==> src/rtl/multicycle_sequencer_pkg.sv <==
// Shared typedefs for the multi-cycle CPU control path.
//   opcode_t     : 5-bit opcode field from the instruction register; the
//                  encoding space is wider than the defined opcodes, so
//                  undefined values can reach the sequencer.
//   seq_state_t  : sequencer FSM states.
//   is_alu/is_mem: opcode class helpers used by the sequencer in EXEC.
package multicycle_sequencer_pkg;

  typedef enum logic [4:0] {
    ADD  = 5'd0,
    SUB  = 5'd1,
    AND  = 5'd2,
    OR   = 5'd3,
    XOR  = 5'd4,
    SLL  = 5'd5,
    SRL  = 5'd6,
    SRA  = 5'd7,
    ADDI = 5'd8,
    LUI  = 5'd9,
    ANDI = 5'd10,
    ORI  = 5'd11,
    XORI = 5'd12,
    LOA  = 5'd13,
    LW   = 5'd14,
    SW   = 5'd15,
    BEQ  = 5'd16,
    BNE  = 5'd17,
    JMP  = 5'd18,
    NOP  = 5'd19
  } opcode_t;

  typedef enum logic [3:0] {
    RST_IDLE,
    FETCH,
    FETCH_WAIT,
    DECODE,
    EXEC,
    MEM,
    MEM_WAIT,
    WB,
    HALT,
    ERROR
  } seq_state_t;

  // Opcodes whose result lands in the accumulator/feedback register.
  function automatic logic is_alu(opcode_t op);
    return op inside {[ADD:SRA], ADDI, LUI, ANDI, ORI, XORI, LOA};
  endfunction

  // Opcodes that need a data-side memory access.
  function automatic logic is_mem(opcode_t op);
    return op inside {LW, SW};
  endfunction

endpackage

==> src/rtl/multicycle_sequencer_mem_wait_timer.sv <==
// Wait-cycle counter for the memory states of the sequencer.
//   clk, rst_n : clock, asynchronous active-low reset
//   clr        : return the count to zero (held while outside memory states)
//   en         : one cycle spent waiting in a memory state
//   expired    : this is the last allowed waiting cycle (TIMEOUT cycles total)
module mem_wait_timer #(
  parameter int TIMEOUT = 255
) (
  input  logic clk,
  input  logic rst_n,
  input  logic clr,
  input  logic en,
  output logic expired
);

  localparam int W = $clog2(TIMEOUT + 1);

  logic [W-1:0] cnt;
  logic         at_limit;

  // Saturating at TIMEOUT-1 keeps expired asserted if the FSM moves from one
  // wait state into the next on the final allowed cycle.
  assign at_limit = (cnt == W'(TIMEOUT - 1));
  assign expired  = en && at_limit;

  // NOTE: sequential state uses non-blocking assignments so every flop samples
  // pre-edge values, independent of process evaluation order.
  always_ff @(posedge clk or negedge rst_n) begin
    if (!rst_n) begin
      cnt <= '0;
    end else if (clr) begin
      cnt <= '0;
    end else if (en && !at_limit) begin
      cnt <= cnt + W'(1);
    end
  end

endmodule

==> src/rtl/multicycle_sequencer.sv <==
// Multi-cycle sequencer for the 16-bit CPU datapath.
// Steps FETCH -> DECODE -> EXEC -> [MEM] -> WB, arbitrates the single memory
// port between instruction fetch (PC) and data access (auxiliary register),
// gates the Controller write enables into their owning state, counts retired
// instructions, supports halt at an instruction boundary and traps into a
// sticky ERROR state on memory timeout.
//   op, ctrl_reg_we, ctrl_mem_we : decoded instruction / Controller strobes
//   halt_req                     : stop after the current instruction
//   mem_gnt, mem_rvalid          : memory handshake
//   mem_req, mem_addr_sel, mem_we: memory request (addr_sel 0 = PC, 1 = aux)
//   ir_we, mdr_we, acc_we, reg_we, pc_we : datapath register enables
//   halted, err, instr_cnt       : status
module multicycle_sequencer
  import multicycle_sequencer_pkg::*;
#(
  parameter int TIMEOUT = 255,
  parameter int CNT_W   = 16
) (
  input  logic             clk,
  input  logic             rst_n,
  input  opcode_t          op,
  input  logic             ctrl_reg_we,
  input  logic             ctrl_mem_we,
  input  logic             halt_req,
  input  logic             mem_gnt,
  input  logic             mem_rvalid,
  output logic             mem_req,
  output logic             mem_addr_sel,
  output logic             mem_we,
  output logic             ir_we,
  output logic             mdr_we,
  output logic             acc_we,
  output logic             reg_we,
  output logic             pc_we,
  output logic             halted,
  output logic             err,
  output logic [CNT_W-1:0] instr_cnt
);

  seq_state_t state, state_n;
  logic       in_wait;
  logic       expired;

  // The timer runs only in the four memory states; leaving them clears it,
  // so every entry to FETCH or MEM starts from zero.
  assign in_wait = (state inside {FETCH, FETCH_WAIT, MEM, MEM_WAIT});

  mem_wait_timer #(.TIMEOUT(TIMEOUT)) u_timer (
    .clk     (clk),
    .rst_n   (rst_n),
    .clr     (!in_wait),
    .en      (in_wait),
    .expired (expired)
  );

  // State register.
  always_ff @(posedge clk or negedge rst_n) begin
    if (!rst_n) begin
      state <= RST_IDLE;
    end else begin
      state <= state_n;
    end
  end

  // Retired-instruction counter: one increment per WB, wraps naturally.
  always_ff @(posedge clk or negedge rst_n) begin
    if (!rst_n) begin
      instr_cnt <= '0;
    end else if (state == WB) begin
      instr_cnt <= instr_cnt + CNT_W'(1);
    end
  end

  // Next-state logic. A handshake arriving on the last allowed cycle wins
  // over the timeout.
  // NOTE: every always_comb output gets a default first; a path that leaves
  // one unassigned would infer a latch.
  always_comb begin
    state_n = state;
    unique case (state)
      RST_IDLE: state_n = FETCH;
      FETCH: begin
        if (mem_gnt && mem_rvalid) state_n = DECODE;
        else if (mem_gnt)          state_n = FETCH_WAIT;
        else if (expired)          state_n = ERROR;
      end
      FETCH_WAIT: begin
        if (mem_rvalid)   state_n = DECODE;
        else if (expired) state_n = ERROR;
      end
      DECODE: state_n = EXEC;
      EXEC:   state_n = is_mem(op) ? MEM : WB;
      MEM: begin
        // Writes never return rvalid, so a granted write completes at once.
        if (mem_gnt) state_n = (ctrl_mem_we || mem_rvalid) ? WB : MEM_WAIT;
        else if (expired) state_n = ERROR;
      end
      MEM_WAIT: begin
        if (mem_rvalid)   state_n = WB;
        else if (expired) state_n = ERROR;
      end
      WB:      state_n = halt_req ? HALT : FETCH;
      HALT:    state_n = halt_req ? HALT : FETCH;
      ERROR:   state_n = ERROR;
      default: state_n = RST_IDLE;
    endcase
  end

  // Output decode. Enables come from the registered state only (plus the
  // memory handshake and Controller strobes), so none can rise while rst_n
  // holds the FSM in RST_IDLE.
  always_comb begin
    mem_req      = 1'b0;
    mem_addr_sel = 1'b0;
    mem_we       = 1'b0;
    ir_we        = 1'b0;
    mdr_we       = 1'b0;
    acc_we       = 1'b0;
    reg_we       = 1'b0;
    pc_we        = 1'b0;
    halted       = 1'b0;
    err          = 1'b0;
    unique case (state)
      FETCH: begin
        mem_req = 1'b1;
        ir_we   = mem_gnt && mem_rvalid;
      end
      FETCH_WAIT: ir_we = mem_rvalid;
      EXEC:       acc_we = is_alu(op);
      MEM: begin
        mem_req      = 1'b1;
        mem_addr_sel = 1'b1;
        mem_we       = ctrl_mem_we;
        mdr_we       = mem_gnt && !ctrl_mem_we && mem_rvalid;
      end
      MEM_WAIT: begin
        // Keep the data address selected while the read completes.
        mem_addr_sel = 1'b1;
        mdr_we       = mem_rvalid;
      end
      WB: begin
        reg_we = ctrl_reg_we;
        pc_we  = 1'b1;
      end
      HALT:    halted = 1'b1;
      ERROR:   err    = 1'b1;
      default: ;
    endcase
  end

endmodule

==> config.mk <==
export PLATFORM = sky130hd
export DESIGN_NAME = multicycle_sequencer
export DESIGN_NICKNAME = d
export VERILOG_FILES = /design/src/rtl/multicycle_sequencer_pkg.sv /design/src/rtl/multicycle_sequencer_mem_wait_timer.sv /design/src/rtl/multicycle_sequencer.sv
export SDC_FILE = /design/constraint.sdc
export NUM_CORES = 1
export LEC_CHECK = 0
export CORE_MARGIN = 2
export CORE_UTILIZATION = 62
export CTS_CLUSTER_DIAMETER = 30
export DETAILED_ROUTE_END_ITERATION = 12
export DONT_BUFFER_PORTS = 1
export PLACE_DENSITY = 0.86
export SKIP_CTS_REPAIR_TIMING = 1
export SLEW_MARGIN = 5
export SYNTH_ARGS = -nofsm -noshare
export SYNTH_HDL_FRONTEND = slang
export SYNTH_SLANG_ARGS = --single-unit
==> constraint.sdc <==
create_clock -name clk -period 1.8 [get_ports clk]
set_input_delay 0.45 -clock clk [delete_from_list [all_inputs] [get_ports clk]]
set_output_delay 0.45 -clock clk [all_outputs]
set_load 0.01 [all_outputs]
==> summary.md, run 1 <==
| Metric | Value |
|---|---|
| CTS tree | yes |
| Max-Slew Margin vs Limit | around four fifths |
| Starting Density | 64.2% |
| RSZ-0062 raised after global routing | yes |
| Clock transition at path regs | around 0.14 ns |
| Crit-path cells | buf_4 -> inv_2 -> nand2_4 -> nor3_4 |
| YS warnings | 0 |
| LEAKAGE | around 0.00077 uW |
| Hold Crit Class | primary input to flop |
| Mapped Nets | between 150 and 200 |
| Worst Setup End Kind | output port |
| Die Area | just under 0.003 mm2 |
| Vias in the first global route | roughly 1.1k |
| Synth Area per Inst | between 9 and 10 um2 |
| Largest net degree at the start of global routing | 29 |
| CP peak stage delay | 0.49 ns |
| Max_cap viols | 0 |
| CP Class | flop to output port |
| Final Hold Viols | 0 |
| Pwr Total | 2190 uW |
| Initial antenna violation count | 0 |
| Ratio of cells with drive above 1 in the final layout | ~23% |
| Starting DRC count in detailed routing | 30 |
| Clock tree buffer depth | 2 |
| Tmin final | ~1.8 ns |
| Design Area, Final | between 0.0015 and 0.002 mm2 |
| H-tree levels | 1 |
| CP startpoint kind | flop |
| Failing checks | negative setup slack |
| Largest area contributor in the netlist | dfrtp_1 |
| Setup TNS | -0.127 ns |
| Slew Limit Fails | 0 |
| Storage element area | about 700 um2 |
| Hold Worst Slack | between 0.3 and 0.4 ns |
| Clk_skew | between 0.005 and 0.006 ns |
| ANT nets after route | 0 |
| Most frequent cells in the layout | dfrtp_1 (25), nor2_1 (14), nand2_1 (10), xnor2_1 (10), xor2_1 (10) |
| DIE WIDTH | about 54 um |
| Post-synth cell types | 39 |
| Final Cycle Share | 102% |
| Worst slew pin tran | 0.301 ns |
| Tot GR Track Use | approximately 22% |
| Worst EP arrival | between 1 and 1.5 ns |
| Die Y-Extent | 53.9 um |
| Overflow after GRT | 0 |
| Vias per cell | ~6.2 |
| Worst-path maximum fanout | 10 |
| Drt wl/cell | roughly 16 um |
| Core area | approximately 0.0024 mm2 |
| Status | finished with violations |
| Number of core rows | 18 |
| Post-Syn Instances | between 150 and 200 |
| GP Congestion | between 0.8 and 0.9 |
| IO Count | 38 |
| Max Freq | around 540 MHz |
| Multi-input logic area | 888 um2 |
| Drt pass-1 iters | 4 |
| Layout Nets | between 150 and 200 |
| Clock root buffer master | clkbuf_4 |
| Area growth, synth to finish | 14.6% |
| Mapped cell area | between 0.0015 and 0.002 mm2 |
| Clock Latency Late Sink | between 0.3 and 0.4 ns |
| Final WL | around 3200 um |
| DP Wirelength | roughly 2200 um |
| IO Port Bufs | 0 |
| DRC errors left | 0 |
| Most common cell after layout, fill and taps aside | dfrtp_1 |
| Post-synthesis register bit count | 28 |
| # diodes | 0 |
| Via count | 1227 |
| CTS buffer count | 3 |
| Peak VDD IR | approximately 1.1 mV |
| Top cells by area, synth | dfrtp_1 (45%), xnor2_1 (5.7%), xor2_1 (5.7%) |
| Synth top area share | between 40% and 50% |
| PD cells | around 1200 mW/mm2 |
| Final worst slack | -0.0400 ns |
| Reg2Reg Setup Slack | 0.15 ns |
| Critical path's slowest cell | dfrtp_2 |
| Setup-failing EPs final | 5 |
| Clk sink count | 28 |
| CP Data Required Time | between 1 and 1.5 ns |
| Fill cells | 159 |
| DP Area | between 0.0015 and 0.002 mm2 |
| Sequential area share after synthesis | between 40 and 50% |
| First-pass GRT wire length | 4670 um |
[per-layer routing]
layer	up-vias	routed length [um]	global-route usage, %
met4	0	27	9.40
met1	605	1280	26.6
met2	37	1730	37.8
met5	-	0	0
li1	583	-	-
met3	2	165	4.44
[synth_stat cells]
| cell | instances |
|---|---|
| dfrtp_1 | 28 |
| nor2_1 | 16 |
| nand2_1 | 12 |
| xnor2_1 | 10 |
| xor2_1 | 10 |
| nor3_1 | 8 |
| nand3_1 | 7 |
| inv_1 | 6 |
| a21oi_1 | 5 |
| and3_1 | 5 |
| nand2b_1 | 5 |
| and2_1 | 3 |
| and4_1 | 3 |
| ha_1 | 3 |
| o21ai_0 | 3 |
| a211oi_1 | 2 |
| and4b_1 | 2 |
| buf_2 | 2 |
| clkbuf_1 | 2 |
| nand4_1 | 2 |
| nor2b_1 | 2 |
| nor3_2 | 2 |
| nor3b_1 | 2 |
| o2111ai_1 | 2 |
| o31ai_1 | 2 |
| a211o_1 | 1 |
| a21o_1 | 1 |
| a221oi_1 | 1 |
| a311oi_1 | 1 |
| a31oi_1 | 1 |
| buf_6 | 1 |
| mux2_2 | 1 |
| nand4_4 | 1 |
| nor4_1 | 1 |
| nor4_2 | 1 |
| o22ai_1 | 1 |
| o31a_1 | 1 |
| o32ai_1 | 1 |
| o41a_1 | 1 |
[area by class of cell]
class | instances | area share, %
timing repair buffer | 11 | 5.50
multi-input combinational | 119 | 50.1
tap | 30 | 2.12
sequential | 28 | 39.7
inverter | 6 | 1.27
clock buffer | 3 | 1.27
[cell families (layout without fill, tap and decap cells)]
logic type      count (synthesis)  count (layout)  synth area share (%)
fa+ha+maj                       3               3                  2.43
simple gates                   72              72                  26.4
xor+xnor                       20              20                  11.3
mux                             1               1                 0.728
compound gates                 23              23                  10.5
flops                          28              28                  45.3
buf+inv                        11              20                  3.32
[worst paths after layout]
kind	startpoint	cells past startpoint	endpoint
max	state[1]$_DFF_PN0_	4	mem_we
min	halt_req	2	state[3]$_DFF_PN0_
min reg2reg	instr_cnt[15]$_DFFE_PN0N_	1	instr_cnt[15]$_DFFE_PN0N_
min in group asynchronous	rst_n	2	instr_cnt[4]$_DFFE_PN0N_
max reg2reg	state[3]$_DFF_PN0_	5	instr_cnt[10]$_DFFE_PN0N_
max in group asynchronous	rst_n	2	state[1]$_DFF_PN0_
[power by group]
group | switching [uW] | internal (uW)
clock network | 169 | 78.2
logic | 547 | 434
registers | 207 | 751
[critical path: cells and delay by family, from the launching register on]
kind,cells,cell delay [ns]
buf+inv,2,0.28
flops,1,0.49
simple gates,2,0.30
[metrics by stage]
stage                     std cells  worst slack (ns)  utilization, %
after floorplan                 158             0.154               -
after global placement          190             0.227            66.7
after detailed placement        190             0.159            66.7
after CTS                       193            -0.160            67.7
after global routing            197            -0.104            73.6
final                           197           -0.0400            73.6
[registers in the layout (all words and copies together), names as in the netlist]
register,count
state,4
u_timer.cnt,8
instr_cnt,16
Note: power is estimated with default switching activity, not from simulation.
==> run 2: changes to the inputs <==
--- a/config.mk
+++ b/config.mk
@@ -5,12 +5,14 @@
 export SDC_FILE = /design/constraint.sdc
 export NUM_CORES = 1
 export LEC_CHECK = 0
+export ABC_AREA = 1
 export CORE_MARGIN = 2
 export CORE_UTILIZATION = 62
 export CTS_CLUSTER_DIAMETER = 30
 export DETAILED_ROUTE_END_ITERATION = 12
 export DONT_BUFFER_PORTS = 1
 export PLACE_DENSITY = 0.86
+export RECOVER_POWER = 25
 export SKIP_CTS_REPAIR_TIMING = 1
 export SLEW_MARGIN = 5
 export SYNTH_ARGS = -nofsm -noshare
==> summary.md, run 2 <==
| Metric | Value |
|---|---|
| Post-synthesis register bit count | 28 (unchanged) |
| Top cells by area, synth | dfrtp_1 (40%), nand2_1 (18%), inv_1 (6.4%) |
| Max-Slew Margin vs Limit | 54.0% (-26 points) |
| Synth top area share | 39.6% (-5.7 points) |
| Clock root buffer master | clkbuf_4 |
| Most common cell in the synthesized netlist | nand2_1 |
| CP startpoint kind | flop |
| Die Y-Extent | 57.4 um (+6.4%) |
| Hold endpoint | state[3]$_DFF_PN0_ |
| Clk sink count | 28 (unchanged) |
| Finished Layout Cells | 300 (+52%) |
| DIE WIDTH | 57.4 um (+6.4%) |
| Failing checks | negative setup slack |
| Worst EP arrival | 1.38 ns (about the same) |
| Clk_skew | 0.0105 ns (+0.00464 ns) |
| GP Congestion | 0.907 (+4.9%) |
| List of most frequent post-synthesis cells | nand2_1 (83), inv_1 (30), dfrtp_1 (28), nor2_1 (27), nand3_1 (17) |
| Mapped Nets | 266 (+54%) |
| Slew Limit Fails | 0 (unchanged) |
| Worst-path maximum fanout | 3 (-7) |
| Crit-path cells | inv_2 -> nand2_2 -> nor2_4 -> nand3_2 -> o22ai_2 |
| Final worst slack | -0.0258 ns (+0.0142 ns) |
| Reg2Reg Setup Slack | 0.14 ns (about the same) |
| LEAKAGE | 0.000987 uW (+28%) |
| Largest area contributor in the netlist | dfrtp_1 |
| Async SR Flop Fraction | 100% (unchanged) |
| Largest regs | instr_cnt: 16 flops, u_timer.cnt: 8 flops, state: 4 flops |
| DRC errors left | 0 (unchanged) |
| Placed insts | 284 (+49%) |
| Starting Density | 64.7% (+0.49 points) |
| Largest net degree at the start of global routing | 29 (unchanged) |
| RSZ-0062 raised after global routing | yes |
| Overflow after GRT | 0 (unchanged) |
| Final WL | 3900 um (+22%) |
| Max reg flops | 16 (unchanged) |
| Drt wl/cell | 13.0 um (-20%) |
| Vias in the first global route | 1379 (+28%) |
| Final Hold Viols | 0 (unchanged) |
| Setup-failing EPs final | 3 (-2) |
| Ratio of cells with drive above 1 in the final layout | 19.7% (-3.1 points) |
| Tot GR Track Use | 22.8% (+0.76 points) |
| ANT nets after route | 0 (unchanged) |
| Largest register by flop count | instr_cnt |
| IO Port Bufs | 0 (unchanged) |
| R2r worst-path depth | 7 (+2) |
| Sequential area share after synthesis | 39.6% (-5.7 points) |
| R2r endpoint | state[2]$_DFF_PN0_ |
| YS warnings | 0 (unchanged) |
| Clock Latency Late Sink | 0.34 ns (+0.03 ns) |
| Synth Area per Inst | 7.04 um2 (-28%) |
| Number of core rows | 19 (+1) |
| Max Freq | 548 MHz (+0.77%) |
| Tmin final | 1.83 ns (-0.0142 ns) |
| Most frequent cells in the layout | nand2_1 (80), inv_1 (27), dfrtp_1 (26) |
| CP Data Required Time | 1.35 ns (about the same) |
| Most common cell after layout, fill and taps aside | nand2_1 |
| Status | finished with violations |
| Area growth, synth to finish | 16.1% |
| Peak VDD IR | 1.10 mV (-1.3%) |
| Worst slew pin tran | 0.689 ns (+0.389 ns) |
| Drt pass-1 iters | 4 (unchanged) |
| CTS buffer count | 3 (unchanged) |
| CP Class | flop to output port |
| Vias per cell | 5.39 (-13%) |
| Mapped cell area | 0.00177 mm2 (+14%) |
| IO Count | 38 (unchanged) |
| Initial antenna violation count | 0 (unchanged) |
| DP Wirelength | 2650 um (+18%) |
| Hold_sp | halt_req |
| First-pass GRT wire length | 5910 um (+27%) |
| Max_cap viols | 0 (unchanged) |
| Post-Syn Instances | 251 (+59%) |
| CTS tree | yes |
| Starting DRC count in detailed routing | 45 (+50%) |
| Layout Nets | 285 (+55%) |
| Core area | 0.00273 mm2 (+13%) |
| CP peak stage delay | 0.46 ns (-0.03 ns) |
| Die Area | 0.00329 mm2 (+13%) |
| Worst hold stages | 2 (unchanged) |
| Post-synth EDFFs | 0 (unchanged) |
| Clock tree buffer depth | 2 (unchanged) |
| Worst Setup End Kind | output port |
| Hold Crit Class | primary input to flop |
| Via count | 1618 (+32%) |
| Hold Worst Slack | 0.231 ns (-0.0791 ns) |
| Final Cycle Share | 101% (-0.79 points) |
| PD cells | 1260 mW/mm2 (+1.9%) |
| Clock transition at path regs | 0.16 ns (+0.02 ns) |
| # diodes | 0 (unchanged) |
| Reg2reg start | u_timer.cnt[0]$_DFFE_PN0P_ |
| Critical path's slowest cell | dfrtp_1 |
| Post-synth cell types | 28 (-28%) |
| H-tree levels | 1 (unchanged) |
| Leading register cell type out of synthesis | dfrtp_1 |
==> run 2: cell types whose count changed after synthesis, sizes merged, moves of 3 or more <==
cell,before,now
and2,3,0
and3,5,2
and4,3,0
inv,6,34
nand2,12,87
nand2b,5,0
nand3,7,17
nand4,3,6
nor2,16,32
nor3,10,5
o21ai,3,15
xnor2,10,3
xor2,10,6
==> run 2: worst max-delay path by stage <==
stage	slack [ns]	to	start
4_1_cts	-0.16	mdr_we	state[1]$_DFF_PN0_
6_report	-0.03	mdr_we	state[1]$_DFF_PN0_
3_5_place_dp	0.19	state[2]$_DFF_PN0_	u_timer.cnt[0]$_DFFE_PN0P_
3_3_place_gp	0.24	state[2]$_DFF_PN0_	u_timer.cnt[0]$_DFFE_PN0P_
2_1_floorplan	0.29	mdr_we	state[1]$_DFF_PN0_
5_1_grt	-0.1	mdr_we	state[1]$_DFF_PN0_
==> run 2: final cells by class <==
cell class	instances	area [um2]
Multi-Input combinational cell	187	992
Sequential cell	28	703
Fill cell	185	682
Timing Repair Buffer	16	128
Clock inverter	1	30.0
Inverter	34	138
Tap cell	31	38.8
Clock buffer	3	22.5
==> run 2: metal layers <==
metal	routed length, um	GRT usage [%]	vias to the layer above
met5	0	0	-
met2	1810	36.5	67
met4	42	5.98	0
met3	263	4.99	4
li1	-	-	830
met1	1780	31.3	717
==> run 2: metrics by stage <==
stage | instance area, um2 | util, % | setup TNS [ns] | setup slack (ns) | power, uW
floorplan | 1770 | - | 0 | 0.286 | 1600
global placement | 1820 | 66.5 | 0 | 0.238 | 1770
detailed placement | 1820 | 66.5 | 0 | 0.191 | 1800
CTS | 1870 | 68.4 | -0.437 | -0.158 | 2220
global route | 2050 | 75.1 | -0.472 | -0.0984 | 2730
finish | 2050 | 75.1 | -0.0497 | -0.0258 | 2580
==> run 2: cells by family (layout without fill, tap and decap cells) <==
family	Yosys count	count (layout)	share of synthesized area (%)
XOR/XNOR	9	9	4.46
AO/OA/AOI/OAI	25	25	8.07
flip-flops	28	28	39.6
AND/OR/NAND/NOR	150	150	37.4
buffers and inverters	36	54	8.28
adder cells (fa/ha/maj)	3	3	2.12
==> run 2: worst max-delay path: cells and delay by family (launching register included) <==
family                 cells  cell delay (ns)
AO/OA/AOI/OAI              1             0.18
AND/OR/NAND/NOR            3             0.30
buffers and inverters      1             0.09
flip-flops                 1             0.46
==> run 2: power breakdown <==
part	switching [uW]	internal (uW)
Combinational	748	494
Clock	198	225
Sequential	171	742
==> run 3: changes to the inputs <==
--- a/config.mk
+++ b/config.mk
@@ -17,4 +17,5 @@
 export SLEW_MARGIN = 5
 export SYNTH_ARGS = -nofsm -noshare
 export SYNTH_HDL_FRONTEND = slang
+export SYNTH_HIERARCHICAL = 1
 export SYNTH_SLANG_ARGS = --single-unit
==> summary.md, run 3 <==
| Metric | Value |
|---|---|
| Net Sw Frac | 44.8% (+1.5 points) |
| Leading register cell type out of synthesis | dfrtp_1 |
| ANT nets after route | 0 (unchanged) |
| Synth top area share | 40.0% (+0.34 points) |
| List of most frequent post-synthesis cells | nand2_1 (72), inv_1 (31), dfrtp_1 (28), nor2_1 (26), nand3_1 (22) |
| PD cells | 1240 mW/mm2 (-1.2%) |
| DIE WIDTH | 57.2 um (-0.40%) |
| Core area | 0.00271 mm2 (-0.87%) |
| Largest register by flop count | instr_cnt |
| Setup TNS | -0.322 ns (-0.272 ns) |
| Synth Area per Inst | 7.46 um2 (+5.9%) |
| Clk sink count | 28 (unchanged) |
| Logic gate share of total power | 45.5% (-2.7 points) |
| Setup-failing EPs final | 5 (+2) |
| Final WL | 3570 um (-8.5%) |
| Max-Slew Margin vs Limit | 54.8% (+0.73 points) |
| Crit path depth | 6 (+1) |
| Post-synth EDFFs | 0 (unchanged) |
| Tot GR Track Use | 21.6% (-1.2 points) |
| CTS buffer count | 3 (unchanged) |
| IO Count | 38 (unchanged) |
| Worst-path maximum fanout | 5 (+2) |
| GP Congestion | 0.880 (-3.0%) |
| Drt pass-1 iters | 4 (unchanged) |
| Largest area contributor in the netlist | dfrtp_1 |
| Finished Layout Cells | 277 (-7.7%) |
| Clock tree buffer depth | 2 (unchanged) |
| Max reg flops | 16 (unchanged) |
| Mapped cell area | 0.00175 mm2 (-0.85%) |
| Max_cap viols | 0 (unchanged) |
| CP peak stage delay | 0.43 ns (-0.03 ns) |
| Failing checks | negative setup slack |
| Worst hold stages | 2 (unchanged) |
| Clk_skew | 0.00364 ns (-0.00685 ns) |
| Layout Nets | 262 (-8.1%) |
| DP Wirelength | 2490 um (-6.0%) |
| Via count | 1509 (-6.7%) |
| Largest regs | instr_cnt: 16 flops, u_timer/cnt: 8 flops, state: 4 flops |
| Post-synth cell types | 24 (-14%) |
| Most frequent cells in the layout | nand2_1 (69), inv_1 (28), dfrtp_1 (25) |
| Vias in the first global route | 1326 (-3.8%) |
| LEAKAGE | 0.00108 uW (+9.0%) |
| Clock Latency Late Sink | 0.33 ns (about the same) |
| Tmin final | 1.92 ns (+0.0973 ns) |
| YS warnings | 6 (+6) |
| Clock share of power | 17.3% (+0.9 points) |
| Starting Density | 64.7% (about the same) |
| CP startpoint kind | flop |
| Mapped Nets | 250 (-6.0%) |
| Post-Syn Instances | 235 (-6.4%) |
| DRC errors left | 0 (unchanged) |
| Vias per cell | 5.45 (+1.0%) |
| Starting DRC count in detailed routing | 61 (+36%) |
| Sequential fraction of design power | 37.2% (+1.8 points) |
| RSZ-0062 raised after global routing | yes |
| Die Y-Extent | 57.2 um (-0.40%) |
| Cell Int Power | 1350 uW (-7.6%) |
| CP Class | flop to output port |
| IO Port Bufs | 0 (unchanged) |
| Crit-path cells | inv_2 -> nand2_4 -> nor2_4 -> nand2_2 -> a211oi_2 -> buf_4 |
| Fill cells | 221 (+19%) |
| Area growth, synth to finish | 12.3% |
| Sequential area share after synthesis | 40.0% (+0.34 points) |
| First-pass GRT wire length | 5620 um (-5.0%) |
| Overflow after GRT | 0 (unchanged) |
| Clock root buffer master | clkbuf_4 |
| CTS tree | yes |
| Largest net degree at the start of global routing | 29 (unchanged) |
| Async SR Flop Fraction | 100% (unchanged) |
| Most common cell after layout, fill and taps aside | nand2_1 |
| Peak VDD IR | 1.17 mV (+6.4%) |
| Final worst slack | -0.123 ns (-0.0973 ns) |
| Worst Setup End Kind | output port |
| Placed insts | 270 (-4.9%) |
| Storage element area | 704 um2 (+0.18%) |
| Critical path's slowest cell | dfrtp_1 |
| Most common cell in the synthesized netlist | nand2_1 |
| Worst EP arrival | 1.47 ns (+0.09 ns) |
| Number of core rows | 19 (unchanged) |
| R2r worst-path depth | 9 (+2) |
| Die Area | 0.00327 mm2 (-0.80%) |
| # diodes | 0 (unchanged) |
| Hold Crit Class | primary input to flop |
| CP Data Required Time | 1.35 ns (about the same) |
| Multi-input logic area | 990 um2 (-0.25%) |
| Max Freq | 520 MHz (-5.1%) |
| Top cells by area, synth | dfrtp_1 (40%), nand2_1 (15%), inv_1 (6.6%) |
| Sw Pwr | 1100 uW (-2.0%) |
| Final Cycle Share | 107% (+5.4 points) |
| Crit path max-delay family | flip-flops |
| Initial antenna violation count | 0 (unchanged) |
| Slew Limit Fails | 0 (unchanged) |
| Drt wl/cell | 12.9 um (-0.89%) |
| Ratio of cells with drive above 1 in the final layout | 19.1% (-0.60 points) |
| Status | finished with violations |
| Worst slew pin tran | 0.678 ns (-0.0110 ns) |
| H-tree levels | 1 (unchanged) |
| Clock transition at path regs | 0.16 ns (about the same) |
| Bufs and invs on worst path | 2 (+1) |
| Final Hold Viols | 0 (unchanged) |
| Post-synthesis register bit count | 28 (unchanged) |
==> run 3: cell types whose count changed in the layout (fill, tap and decap cells not counted), sizes merged, moves of 2 or more <==
cell   change
nand2      -5
and3       -2
buf        -9
xor2       +3
o21ai      -9
nor3       -3
inv        -2
nand3      +5
==> run 3: worst reg2reg max path, stage by stage, from the launching register on <==
cell and delay [ns]:
dfrtp_2 0.49, buf_4 0.15, nand2_2 0.14, nand3_2 0.14, inv_1 0.10, inv_1 0.06, nor2_2 0.15, o21ai_0 0.14
nand3_1 0.10, nand3_1 0.09
==> run 3: kinds of logic after synthesis <==
| group | share of synthesized area (%) |
|---|---|
| adder cells (fa/ha/maj) | 2.14 |
| buffers and inverters | 7.35 |
| AO/OA/AOI/OAI | 4.43 |
| AND/OR/NAND/NOR | 39.6 |
| flip-flops | 40.0 |
| XOR/XNOR | 6.50 |
==> run 3: layout make-up <==
class / count / area share (%)
timing repair buffer: 7 / 2.67
clock buffer: 3 / 1.14
sequential: 28 / 35.8
clock inverter: 1 / 1.52
tap: 31 / 1.97
multi-input combinational: 174 / 50.3
inverter: 33 / 6.67
==> run 3: worst paths after layout <==
check	end	slack (ns)	from
setup / recovery	ir_we	-0.12	state[1]$_DFF_PN0_
hold / removal	state[3]$_DFF_PN0_	0.24	halt_req
setup reg to reg	state[1]$_DFF_PN0_	0.12	state[0]$_DFF_PN0_
hold reg to reg	u_timer/cnt[4]$_DFFE_PN0P_	0.56	u_timer/cnt[4]$_DFFE_PN0P_
max in group asynchronous	state[0]$_DFF_PN0_	0.66	rst_n
min in group asynchronous	instr_cnt[11]$_DFFE_PN0N_	0.67	rst_n
==> run 3: power by group through the flow <==
stage	clock, uW	sequential [uW]	combinational [uW]
6_report	422	909	1110
5_1_grt	446	922	1240
4_1_cts	429	877	959
3_5_place_dp	0	889	956
3_3_place_gp	0	886	940
2_1_floorplan	0	860	741
==> run 3: metrics by stage <==
step | power, uW | hold slack (ns) | instance area [um2] | utilization, % | setup WS [ns]
detailed placement | 1840 | 0.155 | 1820 | 67.2 | 0.147
global placement | 1830 | 0.155 | 1820 | 67.2 | 0.146
finish | 2440 | 0.240 | 1970 | 72.7 | -0.123
global route | 2610 | 0.240 | 1970 | 72.7 | -0.191
floorplan | 1600 | 0.154 | 1750 | - | 0.0852
CTS | 2270 | -0.227 | 1870 | 69.2 | -0.257
==> run 3: per-layer routing <==
metal / vias to the layer above / track usage (%) / wire length [um]
met5: - / 0 / 0
met4: 0 / 7.31 / 29
met3: 6 / 2.95 / 147
met2: 46 / 34.6 / 1830
met1: 697 / 30.4 / 1560
li1: 760 / - / -
